### src/rtl/hls_kernel_sequencer_pkg.sv
// Shared types and default widths for the HLS kernel batch sequencer.
package hls_seq_pkg;

    localparam int unsigned FRAME_W_DEF   = 16;
    localparam int unsigned TIMEOUT_W_DEF = 20;
    localparam int unsigned OUTST_W       = 3;

    typedef enum logic [2:0] {
        IDLE  = 3'd0,
        ISSUE = 3'd1,
        DRAIN = 3'd2,
        FIN   = 3'd3,
        ERR   = 3'd4
    } seq_state_e;

endpackage

### src/rtl/hls_kernel_sequencer_if.sv
// Host command/status and ap_ctrl_hs kernel handshake bundle.
interface hls_kernel_sequencer_if
    import hls_seq_pkg::*;
#(
    parameter int unsigned FRAME_W = FRAME_W_DEF
);
    logic               cmd_start;
    logic               cmd_abort;
    logic [FRAME_W-1:0] cmd_num_frames;
    logic               busy;
    logic               batch_done;
    logic               aborted;
    logic               timeout_err;
    logic [FRAME_W-1:0] frames_done;
    logic               kern_ap_start;
    logic               kern_ap_ready;
    logic               kern_ap_done;
    logic               kern_ap_idle;

    // master: host regs plus kernel side; slave: the sequencer itself
    modport master (
        output cmd_start, cmd_abort, cmd_num_frames,
        output kern_ap_ready, kern_ap_done, kern_ap_idle,
        input  busy, batch_done, aborted, timeout_err, frames_done, kern_ap_start
    );

    modport slave (
        input  cmd_start, cmd_abort, cmd_num_frames,
        input  kern_ap_ready, kern_ap_done, kern_ap_idle,
        output busy, batch_done, aborted, timeout_err, frames_done, kern_ap_start
    );
endinterface

### src/rtl/hls_kernel_sequencer_watchdog.sv
// Progress watchdog: counts enabled cycles, restarts on clear, flags expiry.
module hls_seq_watchdog
    import hls_seq_pkg::*;
#(
    parameter int unsigned TIMEOUT_W   = TIMEOUT_W_DEF,
    parameter int unsigned TIMEOUT_CYC = 1000000
) (
    input  logic clk,
    input  logic rst,
    input  logic en_i,
    input  logic clear_i,
    output logic expired_o
);
    logic [TIMEOUT_W-1:0] cnt_q;

    assign expired_o = (cnt_q == TIMEOUT_W'(TIMEOUT_CYC));

    // holds at the limit so expiry stays visible until the FSM leaves the busy states
    always_ff @(posedge clk or posedge rst) begin
        if (rst) begin
            cnt_q <= '0;
        end else if (clear_i || !en_i) begin
            cnt_q <= '0;
        end else if (!expired_o) begin
            cnt_q <= cnt_q + TIMEOUT_W'(1);
        end
    end
endmodule

### src/rtl/hls_kernel_sequencer.sv
// Batch sequencer for one ap_ctrl_hs kernel with overlapped starts.
// Optional progress watchdog enabled by defining HLS_SEQ_WATCHDOG_EN.
module hls_kernel_sequencer
    import hls_seq_pkg::*;
#(
    parameter int unsigned FRAME_W         = FRAME_W_DEF,
    parameter int unsigned MAX_OUTSTANDING = 2,
    parameter int unsigned TIMEOUT_W       = TIMEOUT_W_DEF,
    parameter int unsigned TIMEOUT_CYC     = 1000000
) (
    input  logic                   ap_clk,
    input  logic                   ap_rst,
    hls_kernel_sequencer_if.slave  bus
);
    localparam logic [OUTST_W-1:0] MAX_O     = OUTST_W'(MAX_OUTSTANDING);
    localparam logic [OUTST_W-1:0] OUTST_ONE = OUTST_W'(1);

    seq_state_e         state_q;
    logic [FRAME_W-1:0] n_q, issued_q, issued_d, frames_q, frames_d;
    logic [OUTST_W-1:0] outst_q, outst_d;
    logic               start_q, busy_q, batch_done_q, aborted_q;
    logic               ready_acc, done_acc, start_ok, wd_expired;
    logic               unused_cfg;

    assign unused_cfg = ^{bus.kern_ap_idle, TIMEOUT_W[0], TIMEOUT_CYC[0]};

`ifdef HLS_SEQ_WATCHDOG_EN
    seq_state_e state_prev_q;
    logic       timeout_err_q;

    always_ff @(posedge ap_clk or posedge ap_rst) begin
        if (ap_rst) state_prev_q <= IDLE;
        else        state_prev_q <= state_q;
    end

    hls_seq_watchdog #(
        .TIMEOUT_W   (TIMEOUT_W),
        .TIMEOUT_CYC (TIMEOUT_CYC)
    ) u_watchdog (
        .clk       (ap_clk),
        .rst       (ap_rst),
        .en_i      ((state_q == ISSUE) || (state_q == DRAIN)),
        .clear_i   (bus.kern_ap_ready || bus.kern_ap_done || (state_q != state_prev_q)),
        .expired_o (wd_expired)
    );
    assign bus.timeout_err = timeout_err_q;
`else
    assign wd_expired      = 1'b0;
    assign bus.timeout_err = 1'b0;
`endif

    // done with nothing outstanding is a kernel protocol violation and is dropped
    always_comb begin
        ready_acc = (state_q == ISSUE) && start_q && bus.kern_ap_ready;
        done_acc  = ((state_q == ISSUE) || (state_q == DRAIN)) && bus.kern_ap_done && (outst_q != '0);
        issued_d  = issued_q + FRAME_W'(ready_acc);
        frames_d  = frames_q + FRAME_W'(done_acc);
        outst_d   = outst_q;
        if (ready_acc && !done_acc)      outst_d = outst_q + OUTST_ONE;
        else if (!ready_acc && done_acc) outst_d = outst_q - OUTST_ONE;
        if ((state_q == IDLE) && bus.cmd_start) begin
            issued_d = '0;
            frames_d = '0;
            outst_d  = '0;
        end
        start_ok = (issued_d < n_q) && (outst_d < MAX_O);
    end

    always_ff @(posedge ap_clk or posedge ap_rst) begin
        if (ap_rst) begin
            state_q      <= IDLE;
            n_q          <= '0;
            issued_q     <= '0;
            frames_q     <= '0;
            outst_q      <= '0;
            start_q      <= 1'b0;
            busy_q       <= 1'b0;
            batch_done_q <= 1'b0;
            aborted_q    <= 1'b0;
`ifdef HLS_SEQ_WATCHDOG_EN
            timeout_err_q <= 1'b0;
`endif
        end else begin
            issued_q     <= issued_d;
            frames_q     <= frames_d;
            outst_q      <= outst_d;
            start_q      <= 1'b0;
            busy_q       <= 1'b0;
            batch_done_q <= 1'b0;
            case (state_q)
                IDLE: begin
                    if (bus.cmd_start) begin
                        n_q       <= bus.cmd_num_frames;
                        aborted_q <= 1'b0;
`ifdef HLS_SEQ_WATCHDOG_EN
                        timeout_err_q <= 1'b0;
`endif
                        if (bus.cmd_num_frames == '0) begin
                            state_q      <= FIN;
                            batch_done_q <= 1'b1;
                        end else begin
                            state_q <= ISSUE;
                            busy_q  <= 1'b1;
                        end
                    end
                end
                ISSUE: begin
                    if (wd_expired) begin
                        state_q      <= ERR;
                        batch_done_q <= 1'b1;
`ifdef HLS_SEQ_WATCHDOG_EN
                        timeout_err_q <= 1'b1;
`endif
                    end else if (bus.cmd_abort || (issued_d == n_q)) begin
                        state_q <= DRAIN;
                        busy_q  <= 1'b1;
                        if (bus.cmd_abort) aborted_q <= 1'b1;
                    end else begin
                        busy_q  <= 1'b1;
                        start_q <= start_ok;
                    end
                end
                DRAIN: begin
                    if (wd_expired) begin
                        state_q      <= ERR;
                        batch_done_q <= 1'b1;
`ifdef HLS_SEQ_WATCHDOG_EN
                        timeout_err_q <= 1'b1;
`endif
                    end else if (outst_d == '0) begin
                        state_q      <= FIN;
                        batch_done_q <= 1'b1;
                    end else begin
                        busy_q <= 1'b1;
                    end
                end
                default: state_q <= IDLE;
            endcase
        end
    end

    assign bus.busy          = busy_q;
    assign bus.batch_done    = batch_done_q;
    assign bus.aborted       = aborted_q;
    assign bus.frames_done   = frames_q;
    assign bus.kern_ap_start = start_q;
endmodule

### src/flat_wrapper.sv
// flat-port wrapper written by rule: the top's interface ports become plain ports
module hls_kernel_sequencer_flat import hls_seq_pkg::*;
#(
    parameter int unsigned FRAME_W         = FRAME_W_DEF,
    parameter int unsigned MAX_OUTSTANDING = 2,
    parameter int unsigned TIMEOUT_W       = TIMEOUT_W_DEF,
    parameter int unsigned TIMEOUT_CYC     = 1000000
)
  (ap_clk, ap_rst, bus_cmd_start, bus_cmd_abort, bus_cmd_num_frames, bus_kern_ap_ready, bus_kern_ap_done, bus_kern_ap_idle, bus_busy, bus_batch_done, bus_aborted, bus_timeout_err, bus_frames_done, bus_kern_ap_start);
  hls_kernel_sequencer_if #(.FRAME_W(FRAME_W)) bus_i ();
  input  logic ap_clk;
  input  logic ap_rst;
  input wire logic [$bits(bus_i.cmd_start)-1:0] bus_cmd_start;
  input wire logic [$bits(bus_i.cmd_abort)-1:0] bus_cmd_abort;
  input wire logic [$bits(bus_i.cmd_num_frames)-1:0] bus_cmd_num_frames;
  input wire logic [$bits(bus_i.kern_ap_ready)-1:0] bus_kern_ap_ready;
  input wire logic [$bits(bus_i.kern_ap_done)-1:0] bus_kern_ap_done;
  input wire logic [$bits(bus_i.kern_ap_idle)-1:0] bus_kern_ap_idle;
  output wire logic [$bits(bus_i.busy)-1:0] bus_busy;
  output wire logic [$bits(bus_i.batch_done)-1:0] bus_batch_done;
  output wire logic [$bits(bus_i.aborted)-1:0] bus_aborted;
  output wire logic [$bits(bus_i.timeout_err)-1:0] bus_timeout_err;
  output wire logic [$bits(bus_i.frames_done)-1:0] bus_frames_done;
  output wire logic [$bits(bus_i.kern_ap_start)-1:0] bus_kern_ap_start;
  assign bus_i.cmd_start = bus_cmd_start;
  assign bus_i.cmd_abort = bus_cmd_abort;
  assign bus_i.cmd_num_frames = bus_cmd_num_frames;
  assign bus_i.kern_ap_ready = bus_kern_ap_ready;
  assign bus_i.kern_ap_done = bus_kern_ap_done;
  assign bus_i.kern_ap_idle = bus_kern_ap_idle;
  assign bus_busy = bus_i.busy;
  assign bus_batch_done = bus_i.batch_done;
  assign bus_aborted = bus_i.aborted;
  assign bus_timeout_err = bus_i.timeout_err;
  assign bus_frames_done = bus_i.frames_done;
  assign bus_kern_ap_start = bus_i.kern_ap_start;
  hls_kernel_sequencer #(.FRAME_W(FRAME_W), .MAX_OUTSTANDING(MAX_OUTSTANDING), .TIMEOUT_W(TIMEOUT_W), .TIMEOUT_CYC(TIMEOUT_CYC)) u_core (.ap_clk(ap_clk), .ap_rst(ap_rst), .bus(bus_i));
endmodule
### config.mk
export PLATFORM = sky130hd
export DESIGN_NAME = hls_kernel_sequencer_flat
export DESIGN_NICKNAME = d
export VERILOG_FILES = /design/src/rtl/hls_kernel_sequencer_pkg.sv /design/src/rtl/hls_kernel_sequencer_if.sv /design/src/rtl/hls_kernel_sequencer_watchdog.sv /design/src/rtl/hls_kernel_sequencer.sv /design/src/flat_wrapper.sv
export SDC_FILE = /design/constraint.sdc
export NUM_CORES = 1
export LEC_CHECK = 0
export CAP_MARGIN = 15
export CORE_MARGIN = 5
export CORE_UTILIZATION = 52
export DETAILED_ROUTE_END_ITERATION = 12
export PLACE_DENSITY = 0.73
export SKIP_LAST_GASP = 1
export SYNTH_ARGS = -nofsm -noshare
export SYNTH_HDL_FRONTEND = slang
export SYNTH_SLANG_ARGS = --single-unit
export TNS_END_PERCENT = 5
### constraint.sdc
create_clock -name ap_clk -period 5.5 [get_ports ap_clk]
set_clock_uncertainty 0.15 [all_clocks]
set_input_delay 1.375 -clock ap_clk [delete_from_list [all_inputs] [get_ports ap_clk]]
set_output_delay 1.375 -clock ap_clk [all_outputs]
set_load 0.01 [all_outputs]
==> impl_results.md <==
- Status: finished clean
- Routed wire length: ~6.3 mm
- DR pass1 iterations: 4
- Skew-Pair Late Insertion Delay: 330 ps
- Routability cong.: ~0.83
- Yosys reg bits: 57
- Fin Hold WS: ~360 ps
- Setup Fix Bufs, Post-CTS: 0
- Clock Power Share: between 20% and 30%
- P_leak: 1.79 nW
- Rel. slew slack: between 50% and 60%
- I/O Pins: 44
- Asr flop ratio synth: 100%
- Die area: 0.00751 sq mm
- DRT iter0 DRCs: between 90 and 100
- Placed Cells incl. Taps: approximately 430
- Grt ovf: 0
- Flop pwr share: between 30 and 40%
- CTS max path bufs: 2
- Setup WS pre-CTS: roughly 390 ps
- Via count: approximately 2300
- WP data required: about 5600 ps
- Sw frac: roughly 34%
- Comb pwr share: 34.9%
- Starting density of the core: a little over half
- Routed WL per cell: around 14 um
- Vias per cell: 5.20
- Number of hold violations in the final report: 0
- Post-synth EDFFs: 0
- Crit path from: bus_kern_ap_ready
- Peak VDD IR: between 0.3 and 0.4 mV
- RSZ-0062 raised after global routing: false
- Crit path kind: input port to flop
- Final core utilization: about 65%
- PortBufs: 41
- Final std cells w/o fill: 441
- Hold_sp: u_core.n_q[0]
- DIE HEIGHT: 86.6 um
- H-tree Lvls: 3
- Clk root buf: clkbuf_8
- Yosys cell types: 43
- CP delay by family, top: simple AND/OR/NAND/NOR gates
- Antenna violations before repair: 0
- FF-to-FF Start: u_core.state_q[1]
- Crit path time final: about 4800 ps
- Die W: roughly 87 um
- Critical path buffers and inverters: 1
- Crit path DAT: roughly 4800 ps
- Largest net degree at the start of global routing: 47
- Critical Path, Cell by Cell: clkdlybuf4s50_1, and3_4, ha_1, nand3_1, nor2_1, and3_1, nand3_1, xor2_1, nor2_1, ha_1, nand4_1, o41ai_1, nand3_2, mux2_4
- Clk sink count: 57
- Clock slew at reported path FFs: 60 ps
- Max-Cap Viols: 0
- CTS tree: done
- # diodes: 0
- First-pass GRT wire length: 10.5 mm
- Cts bufs inserted: 9
- Setup TNS: 0 ps
- Syn avg cell area: roughly 9.6 sq um
- Pins over their slew limit: 0
- Type of the worst min-delay path: flop to flop
- Register area share after synthesis: roughly 47%
- Commonest non-fill, non-tap cells in the layout: dfrtp_1 (57), clkdlybuf4s50_1 (41), nor2_1 (32)
- Remaining DRCs: 0
- All-Layer GR Usage: 18.0%
- FMAX: between 200 and 250 MHz
- Final period util: 86.7%
- Mapped Area: 0.00305 sq mm
- Routed Antenna Nets: 0
- Critical path's slowest cell: o41ai_1
- Cell Rows: 28
- Dpl hpwl: 4.61 mm
- CP Launch Type: input port
- Vias in the first global route: between 2000 and 2500
- Final WS setup: between 700 and 800 ps
- Sw Pwr: 0.000524 W
- Most common cell after layout, fill and taps aside: dfrtp_1
- Mapped Nets: ~370
- CP Max Fanout: 7
- Core area: approximately 0.0058 sq mm
- Hold Buf Count CTS: 0
- Cell count after synthesis: about 320
- Area grow syn2layout: 22.9%
- Internal: approximately 0.0010 W
- Nets: slightly above 400
- Measured slew at the worst slew-check pin: 741 ps
- Synth Flop Type: dfrtp_1
- Crit end category: flop
- YS warnings: 0
- Cts repair resizes: 0
- Crit-path max cell delay: between 500 and 600 ps
- PwrDens: 414 mW/mm^2
- Share of layout cells above drive strength 1: under 10%
- Finish-stage setup viols: 0
[final cells by class]
type | instances | area [sq um]
Multi-Input combinational cell | 226 | 1490
Inverter | 24 | 90.1
Sequential cell | 57 | 1430
Fill cell | 494 | 2060
Timing Repair Buffer | 43 | 425
Clock inverter | 5 | 77.6
Tap cell | 75 | 93.8
Clock buffer | 11 | 151
[registers in the layout, indices dropped and copies added, names as in the netlist]
name	flops
u_core.outst_q	3
u_core.bus.aborted	1
u_core.state_q	2
u_core.n_q	16
u_core.bus.batch_done	1
u_core.bus.busy	1
u_core.bus.frames_done	16
u_core.issued_q	16
u_core.bus.kern_ap_start	1
[final timing paths]
kind	end	slack (ps)	cells after the start
max reg2reg	u_core.state_q[1]	1460	15
max	u_core.state_q[1]	730	14
min	u_core.n_q[0]	360	2
max in group asynchronous	u_core.issued_q[7]	3130	3
min reg2reg	u_core.n_q[0]	360	2
min in group asynchronous	u_core.bus.batch_done	1230	2
[layer usage]
layer  global-route usage [%]  up-vias  wire length (um)
li1                         -     1170                 -
met1                     23.8     1064              2840
met2                     28.6       47              3000
met3                     2.95       12               266
met4                     9.35        0               151
met5                        0        -                 0
[per-stage QoR]
step / area [sq um] / total power [W]
after floorplan: 3050 / 0.000953
after global placement: 3520 / 0.00110
after detailed placement: 3520 / 0.00112
after CTS: 3750 / 0.00157
after global routing: 3750 / 0.00167
final: 3750 / 0.00155
[cell usage after synthesis, types with 2 or more instances]
library cell | count | share of area [%]
dfrtp_1 | 57 | 47
nor2_1 | 32 | 3.9
ha_1 | 27 | 11
nand2_1 | 27 | 3.3
inv_1 | 24 | 2.9
o21ai_0 | 24 | 3.9
nand3_1 | 17 | 2.8
a21oi_1 | 16 | 2.6
xor2_1 | 16 | 4.6
nand4_1 | 8 | 1.6
xnor2_1 | 8 | 2.3
and2_1 | 5 | 1.0
and3_1 | 5 | 1.0
clkbuf_1 | 4 | 0.49
nor4_1 | 4 | 0.82
or3_1 | 4 | 0.82
a21o_1 | 3 | 0.74
buf_1 | 3 | 0.37
nor2b_1 | 3 | 0.61
nor3_1 | 3 | 0.49
a211oi_1 | 2 | 0.49
mux2i_1 | 2 | 0.66
nand2b_1 | 2 | 0.41
o21a_1 | 2 | 0.49
[worst min-delay path, cell delays in order (launching register included)]
cell and delay, ps:
dfrtp_1 360, nand2_1 60, nand2_1 60
[power groups by stage]
stage | clock network [W] | registers (W) | logic [W]
after floorplan | 0 | 0.000571 | 0.000382
after global placement | 0 | 0.000571 | 0.000531
after global routing | 0.000471 | 0.000576 | 0.000622
after CTS | 0.000454 | 0.000565 | 0.000551
final | 0.000446 | 0.000565 | 0.000542
after detailed placement | 0 | 0.000573 | 0.000545
[kinds of logic after synthesis]
family / synth area share (%)
flip-flops: 46.7
other: 0.123
AND/OR/NAND/NOR: 18.7
XOR/XNOR: 6.88
buffers and inverters: 4.59
multiplexers: 1.15
AO/OA/AOI/OAI: 10.8
adder cells (fa/ha/maj): 11.1
No activity file was read; power rests on OpenSTA's default activity.
